**src/rtl/alu_pkg.sv**
```systemverilog
// Shared definitions for the br2 multiplier front-end: controller states and defaults.
package alu_pkg;

  localparam int W_DEF        = 64;
  localparam int MAX_WAIT_DEF = 200;

  // The high product word is latched on the edge that leaves WAIT, so no separate
  // read-high state is needed and the controller fits eight states.
  typedef enum logic [2:0] {
    S_IDLE,
    S_GRANT,
    S_START,
    S_LOAD_X,
    S_LOAD_Y,
    S_WAIT,
    S_RD_LO,
    S_DONE
  } state_e;

endpackage

```
**src/rtl/rr_arb2.sv**
```systemverilog
// Two-way round-robin picker: on a tie the client that did not finish last wins.
module rr_arb2 (
  input  logic [1:0] req,
  input  logic       last,
  output logic       win,
  output logic       valid
);

  assign valid = |req;
  assign win   = (&req) ? ~last : req[1];

endmodule

```
**src/rtl/br2_arb.sv**
```systemverilog
// Round-robin controller sharing one br2 Booth multiplier between two clients:
// grants, drives the serial bgn/X/Y load, waits for stop, returns both product words.
module br2_arb
  import alu_pkg::*;
#(
  parameter int W        = W_DEF,
  parameter int MAX_WAIT = MAX_WAIT_DEF
) (
  input  logic         clk,
  input  logic         rst_b,
  input  logic         req0,
  input  logic         req1,
  input  logic [W-1:0] a0,
  input  logic [W-1:0] b0,
  input  logic [W-1:0] a1,
  input  logic [W-1:0] b1,
  output logic         gnt0,
  output logic         gnt1,
  output logic         done0,
  output logic         done1,
  output logic [W-1:0] res_hi,
  output logic [W-1:0] res_lo,
  output logic         err,
  output logic         busy,
  output logic         m_bgn,
  output logic [W-1:0] m_inbus,
  input  logic         m_stop,
  input  logic [W-1:0] m_outbus
);

  localparam int CW = $clog2(MAX_WAIT + 1);

  state_e         state_q, state_d;
  logic           owner_q, owner_d;
  logic           last_q, last_d;
  logic [W-1:0]   opx_q, opx_d;
  logic [W-1:0]   opy_q, opy_d;
  logic [W-1:0]   res_hi_q, res_hi_d;
  logic [W-1:0]   res_lo_q, res_lo_d;
  logic           err_q, err_d;
  logic [CW-1:0]  cnt_q, cnt_d;

  logic           arb_win;
  logic           arb_valid;

  rr_arb2 u_rr (
    .req   ({req1, req0}),
    .last  (last_q),
    .win   (arb_win),
    .valid (arb_valid)
  );

  always_comb begin
    state_d  = state_q;
    owner_d  = owner_q;
    last_d   = last_q;
    opx_d    = opx_q;
    opy_d    = opy_q;
    res_hi_d = res_hi_q;
    res_lo_d = res_lo_q;
    err_d    = err_q;
    cnt_d    = cnt_q;
    case (state_q)
      S_IDLE: begin
        if (arb_valid) begin
          owner_d = arb_win;
          opx_d   = arb_win ? a1 : a0;
          opy_d   = arb_win ? b1 : b0;
          err_d   = 1'b0;
          state_d = S_GRANT;
        end
      end
      S_GRANT:  state_d = S_START;
      S_START:  state_d = S_LOAD_X;
      S_LOAD_X: state_d = S_LOAD_Y;
      S_LOAD_Y: state_d = S_WAIT;
      S_WAIT: begin
        // A stop arriving on the final counted cycle still wins over the timeout.
        if (m_stop) begin
          res_hi_d = m_outbus;
          cnt_d    = '0;
          state_d  = S_RD_LO;
        end else if (cnt_q == CW'(MAX_WAIT)) begin
          res_hi_d = '0;
          res_lo_d = '0;
          err_d    = 1'b1;
          cnt_d    = '0;
          state_d  = S_DONE;
        end else begin
          cnt_d = cnt_q + CW'(1);
        end
      end
      S_RD_LO: begin
        res_lo_d = m_outbus;
        state_d  = S_DONE;
      end
      S_DONE: begin
        last_d  = owner_q;
        state_d = S_IDLE;
      end
      default: state_d = S_IDLE;
    endcase
  end

  always_ff @(posedge clk or negedge rst_b) begin
    if (!rst_b) begin
      state_q  <= S_IDLE;
      owner_q  <= 1'b0;
      last_q   <= 1'b1;
      opx_q    <= '0;
      opy_q    <= '0;
      res_hi_q <= '0;
      res_lo_q <= '0;
      err_q    <= 1'b0;
      cnt_q    <= '0;
    end else begin
      state_q  <= state_d;
      owner_q  <= owner_d;
      last_q   <= last_d;
      opx_q    <= opx_d;
      opy_q    <= opy_d;
      res_hi_q <= res_hi_d;
      res_lo_q <= res_lo_d;
      err_q    <= err_d;
      cnt_q    <= cnt_d;
    end
  end

  // Outputs decode the state register, so reset forces them low without a clock.
  assign busy   = (state_q != S_IDLE);
  assign gnt0   = (state_q == S_GRANT) && !owner_q;
  assign gnt1   = (state_q == S_GRANT) &&  owner_q;
  assign done0  = (state_q == S_DONE)  && !owner_q;
  assign done1  = (state_q == S_DONE)  &&  owner_q;
  assign m_bgn  = (state_q == S_START);
  assign err    = err_q;
  assign res_hi = res_hi_q;
  assign res_lo = res_lo_q;

  always_comb begin
    m_inbus = '0;
    if (state_q == S_LOAD_X) m_inbus = opx_q;
    if (state_q == S_LOAD_Y) m_inbus = opy_q;
  end

endmodule

```
**config.mk**
```make
export PLATFORM = sky130hd
export DESIGN_NAME = br2_arb
export DESIGN_NICKNAME = d
export VERILOG_FILES = /design/src/rtl/alu_pkg.sv /design/src/rtl/rr_arb2.sv /design/src/rtl/br2_arb.sv
export SDC_FILE = /design/constraint.sdc
export NUM_CORES = 1
export LEC_CHECK = 0
export ABC_AREA = 1
export BUFFER_PORTS_ARGS = -buffer_cell sky130_fd_sc_hd__buf_4
export CAP_MARGIN = 20
export CORE_AREA = 2 2 207 209
export CTS_CLUSTER_DIAMETER = 40
export DETAILED_ROUTE_END_ITERATION = 10
export DIE_AREA = 0 0 209 211
export GPL_TIMING_DRIVEN = 0
export PLACE_DENSITY_LB_ADDON = 0.08
export REMOVE_ABC_BUFFERS = 1
export SLEW_MARGIN = 25
export SYNTH_ARGS = -nofsm -noshare
export SYNTH_HDL_FRONTEND = slang
export SYNTH_SLANG_ARGS = --single-unit
```
**constraint.sdc**
```tcl
create_clock -name clk -period 3.68 [get_ports clk]
set_clock_uncertainty 0.1 [all_clocks]
set_input_delay 0 -clock clk [delete_from_list [all_inputs] [get_ports clk]]
set_output_delay 0 -clock clk [all_outputs]
set_load 0.02 [all_outputs]
```
== Yosys cells after proc, flatten, opt, wreduce, memory -nomap -nowiden ==
Cells that the tools add are included.
W data, S select, Z words.

* Add/subtract/negate cells: 1
* Multipliers: 0
* Div/mod/pow operators: 0
* $lt $le $gt $ge: 0
* Eq/ne operators: 12
* Shifts and indexed selects: 0
* Multiplexer cells: 19
* Bitwise operators: 1
* Reductions and logical operators: 17

{| class="wikitable"
|+ Operators by type and width
! cell !! count
|-
| $mux W64 || 7
|-
| $pmux W64 S2 || 1
|-
| $pmux W3 S8 || 1
|-
| $mux W8 || 2
|-
| $eq A3 B3 Y1 const B || 4
|-
| $mux W3 || 3
|-
| $add A8 B1 Y8 const B || 1
|-
| $eq A8 B8 Y1 const B || 1
|-
| $reduce_and A2 Y1 || 4
|-
| $eq A3 B2 Y1 const B || 2
|-
| $ne A2 B2 Y1 const B || 3
|-
| $reduce_bool A2 Y1 || 3
|-
| $logic_and A1 B1 Y1 || 4
|-
| $mux W1 || 4
|-
| $reduce_and A4 Y1 || 1
|-
| $eq A3 B1 Y1 const B || 1
|-
| $logic_not A3 Y1 || 1
|-
| $ne A3 B3 Y1 const B || 1
|-
| $reduce_and A3 Y1 || 1
|-
| $reduce_bool A3 Y1 || 1
|-
| $pmux W1 S2 || 1
|-
| $reduce_or A2 Y1 || 1
|-
| $logic_not A1 Y1 || 1
|-
| $not A1 Y1 || 1
|}

* Register bits after elaboration: 270
* Latch bits: 0
* RAM bits: 0
* ROM bits: 0
* Bits of input ports: 325
* Output and inout port bits: 199
* Memories kept: 0

== Longest topological paths before layout ==
* Depth after elaboration: 4
* Gate-level depth with buffers: 11

== By module ==
From an unflattened synthesis, not the netlist that was laid out.

* Cell total of the unflattened synthesis: 1536
* Area, all modules: 13434.1 sq um

{| class="wikitable"
|+ By module, submodules not included
! module !! times used !! cells an instance !! area an instance (sq um) !! sequential area each (sq um)
|-
| br2_arb || 1 || 1533 || 13419.1 || 6757.7
|-
| rr_arb2 || 1 || 3 || 15.0 || 0.0
|}

== Worst setup path before layout ==
OpenSTA, ideal clock, no wires.

* Path kind: flip-flop to flip-flop
* Start point: register state_q[1]
* End point: register res_lo_q[57], in the netlist res_lo[57]
* Data arrival time: 1.387 ns
* Slack: 2.076 ns
* Stages on the path, launching flop included: 10
* Clock period less this slack: 1.604 ns
* Cells stage by stage: dfrtp_1 > inv_1 > ha_1 > nand2_4 > nor2_2 > inv_2 > buf_2 > buf_2 > nand3_1 > nand2_1

* Cells in the longest elaborated chain, start to end: 3

{| class="wikitable"
|+ Ends and longest elaborated chain
! item !! line !! RTL
|-
| start, declared || br2_arb.sv:33 || <nowiki>state_e state_q, state_d;</nowiki>
|-
| start signal, assigned || br2_arb.sv:117 || <nowiki>state_q <= state_d;</nowiki>
|-
| $eq A3 B3 Y1 || br2_arb.sv:63 || <nowiki>case (state_q)</nowiki>
|-
| $ne A2 B2 Y1 (no source line) or $reduce_bool A2 Y1 (tied branches) || -- ||
|-
| $reduce_and A3 Y1 (no source line) || -- ||
|-
| end signal, assigned || br2_arb.sv:123 || <nowiki>res_lo_q <= res_lo_d;</nowiki>
|-
| end, declared || br2_arb.sv:39 || <nowiki>logic [W-1:0] res_lo_q, res_lo_d;</nowiki>
|}

Several ways; a longest one is shown, not always the timed one.
A chain may end at the register's enable or synchronous reset.

== Worst setup path in the final report ==
* Start point: register state_q[0]
* End point: register opy_q[16]

* Cells in the longest elaborated chain, start to end: 2

{| class="wikitable"
|+ Ends and longest elaborated chain
! item !! line !! RTL
|-
| $logic_not A3 Y1 || br2_arb.sv:63 ||
|-
| $reduce_and A2 Y1 (no source line) || -- ||
|-
| end signal, assigned || br2_arb.sv:121 || <nowiki>opy_q <= opy_d;</nowiki>
|-
| end, declared || br2_arb.sv:37 || <nowiki>logic [W-1:0] opy_q, opy_d;</nowiki>
|}

No other way between the ends.

==> key figures <==
Global route
  – Initial antenna violation count: 4
  – Maximum number of pins on one net before global-route repair: 85
  – Vias in the first global route: 14.1k
  – Total GRT Usage: about 22%
  – First-pass GRT wire length: ~78 mm
  – Remaining Overflow, GRT: 0

Critical path
  – Startpoint Class: register
  – RR Endpoint: opy_q[16]
  – Setup crit start: state_q[0]
  – CP endpoint kind: register
  – R2R Setup Slk: between 300 and 400 ps
  – Required time of the critical path: slightly above 4000 ps
  – Crit path max fanout: 35
  – Kind of critical path: register to register
  – CP endpoint: opy_q[16]
  – R2r startpoint: state_q[0]
  – Data arrival, critical path: 3720 ps
  – R2R depth: 11

Drt
  – DRT antenna net count: 0
  – Post-route DRC: 0
  – Drt pass-1 iters: 4
  – DR iter-0 viols: between 700 and 800
  – Vias: ~14k
  – Via/cell ratio: 4.65
  – Post-Route WL: a little over 50 mm
  – Drt wl/cell: between 15 and 20 µm

Clock network
  – Worst-path clk slew: ~50 ps
  – Total CTS buffers: 53
  – Longest Clk Path Bufs: 3
  – H-Tree Depth: 2
  – Worst-Skew Late Latency: between 500 and 600 ps
  – CTS root buffer: clkbuf_16
  – CTS tree: built
  – Post-CTS setup buffers: 0
  – Clk sink count: 270

STA
  – Slew @ Worst Pin: a little over 700 ps
  – Max-slew violations: 0
  – Final Setup Violations: 0
  – Fmax: ~0.30 GHz
  – Final min period: roughly 3300 ps
  – Final Hold Fails: 0
  – Slew headroom: a little over half
  – RSZ-0062 raised after global routing: no
  – Final worst slack: ~370 ps
  – Setup TNS after final layout: 0 ps
  – Final worst path period share: between 90% and 100%

Layout
  – Fin nets: 2701
  – Post-route insts no fill: 2957
  – Fill count: between 3k and 4k
  – Synth-to-Final Area Change: 80.1%
  – Design area: about 23000 µm²
  – Layout cell share with drive strength beyond 1: between 20% and 30%

Synthesis
  – Yosys top cell by area: dfrtp_1
  – Yosys reg bits: 270
  – Synth cell count leaders: dfrtp_1, nand2_1, inv_1
  – Synthesized area: roughly 13000 µm²
  – Netlist cell types: 28
  – Avg Cell Area, Syn: 8.25 µm²
  – Seq/Total Area, Yosys: a little over half
  – Post-synth EDFFs: 0
  – Synth async-reset ratio: 100%
  – Cell count after synthesis: between 1.5k and 2k
  – Primary FF master, synth: dfrtp_1
  – Most common cell in the netlist: dfrtp_1
  – Ranking of synthesized cells by area: dfrtp_1, o22ai_1, nand2_1
  – YS warnings: 0
  – Synth top area share: a little over half

Floorplanning
  – CORE AREA: 41800 µm²
  – # IOs: ~520
  – Chip width: 209 µm
  – Initial Util: 30.2%
  – Die height: about 210 µm
  – Rows: 75
  – Die area: 44100 µm²

Placement
  – DP Area: between 15000 and 20000 µm²
  – Routability cong.: ~0.80
  – PortBufs: 523
  – Pre-CTS setup slack: ~990 ps
  – Placed Cells: around 2.5k
  – HPWL Detailed: 33.0 mm

Worst hold path
  – Worst hold path class: primary input to register

Power
  – P per Cell Area: between 800 and 900 nW/µm²
  – Static leakage: between 10 and 15 nW
  – Maximum VDD drop: roughly 0.38 mV

Run
  – Max-Cap Viols: 0

Status
  – Status: completed
## how the worst min path moves through the flow
stage                       from          to  cells after the start
finish                     b0[6]    opy_q[6]                      4
floorplan                  rst_b    cnt_q[0]                      0
CTS                       b0[44]   opy_q[44]                      4
global placement          b1[30]   opy_q[30]                      3
global route        m_outbus[35]  res_hi[35]                      4
detailed placement         rst_b  res_hi[30]                      1
## cell type report
class                           count  area [µm²]  area share, %
Sequential cell                   270        6760           29.8
Timing Repair Buffer              899        8020           35.4
Clock inverter                     26         395           1.74
Tap cell                          539         674           2.97
Inverter                          221         845           3.72
Antenna cell                        4        10.0         0.0441
Multi-Input combinational cell    925        4440           19.6
Clock buffer                       73        1530           6.76
## metrics by stage
stage	power, W	hold WS (ps)	utilization [%]
after global routing	0.0198	139	54.3
final	0.0187	146	54.3
after floorplan	0.00870	-396	-
after global placement	0.0116	163	39.7
after CTS	0.0188	97.6	54.3
after detailed placement	0.0119	-226	41.1
## per-layer routing
layer | up-vias | track usage [%] | share of wire (%)
li1 | 6718 | - | -
met1 | 6513 | 27.0 | 41
met2 | 441 | 38.1 | 49
met3 | 86 | 5.93 | 7.1
met4 | 2 | 8.52 | 2.9
met5 | - | 0 | 0.026
## cell usage in the layout (no fill, tap or decap), types with 2 or more instances in the layout
cell and count:
a21oi_1 2, inv_4 2, clkbuf_1 9, bufinv_16 9, buf_16 15, nand2_1 225, nor2_1 211, o22ai_1 194
clkbuf_16 55, clkinv_4 4, nand4_1 2, o21ai_1 102, inv_6 4, buf_4 522, diode_2 4, clkinv_2 4
dfrtp_1 269, inv_2 2, nand3_1 73, nor3_1 3, nand2_4 7, dlygate4sd3_1 355, ha_1 6, clkinvlp_4 7
o21ai_0 93, inv_1 215, clkbuf_8 9, buf_12 6
## state kept, by name, summed over array words and instances (netlist names)
signal / count
cnt_q: 8
err: 1
last_q: 1
opx_q: 64
opy_q: 64
owner_q: 1
res_hi: 64
res_lo: 64
state_q: 3
## where the power goes
part           internal [W]  total (W)  switching (W)
clock network       0.00354    0.00520        0.00166
logic               0.00413    0.00858        0.00445
registers           0.00434    0.00490       0.000562
## timing repair
item                                    4_1_cts  5_1_grt
gates resized for setup                       0        0
hold endpoints to repair                    453        0
endpoints found under the setup margin        0        0
hold buffers                                356        0
## worst max-delay path, cell delays in order (launching register included)
cell           delay (ps)
dfrtp_1               410
inv_1                 100
ha_1                  230
nand2_2               120
nor2_4                560
buf_16                250
buf_12                200
buf_12                210
buf_16                200
o21ai_0               120
o22ai_1               130
dlygate4sd3_1         580
## cell families after synthesis
family | count (synthesis) | share of synthesized area [%]
adders and majority gates | 6 | 0.596
xor gates and xnor gates | 2 | 0.139
and+or+nand+nor | 525 | 16.7
DFF | 270 | 53.7
AOI/OAI and AO/OA | 392 | 17.5
buffers and inverters | 332 | 11.4
No activity file was read; power rests on OpenSTA's default activity.
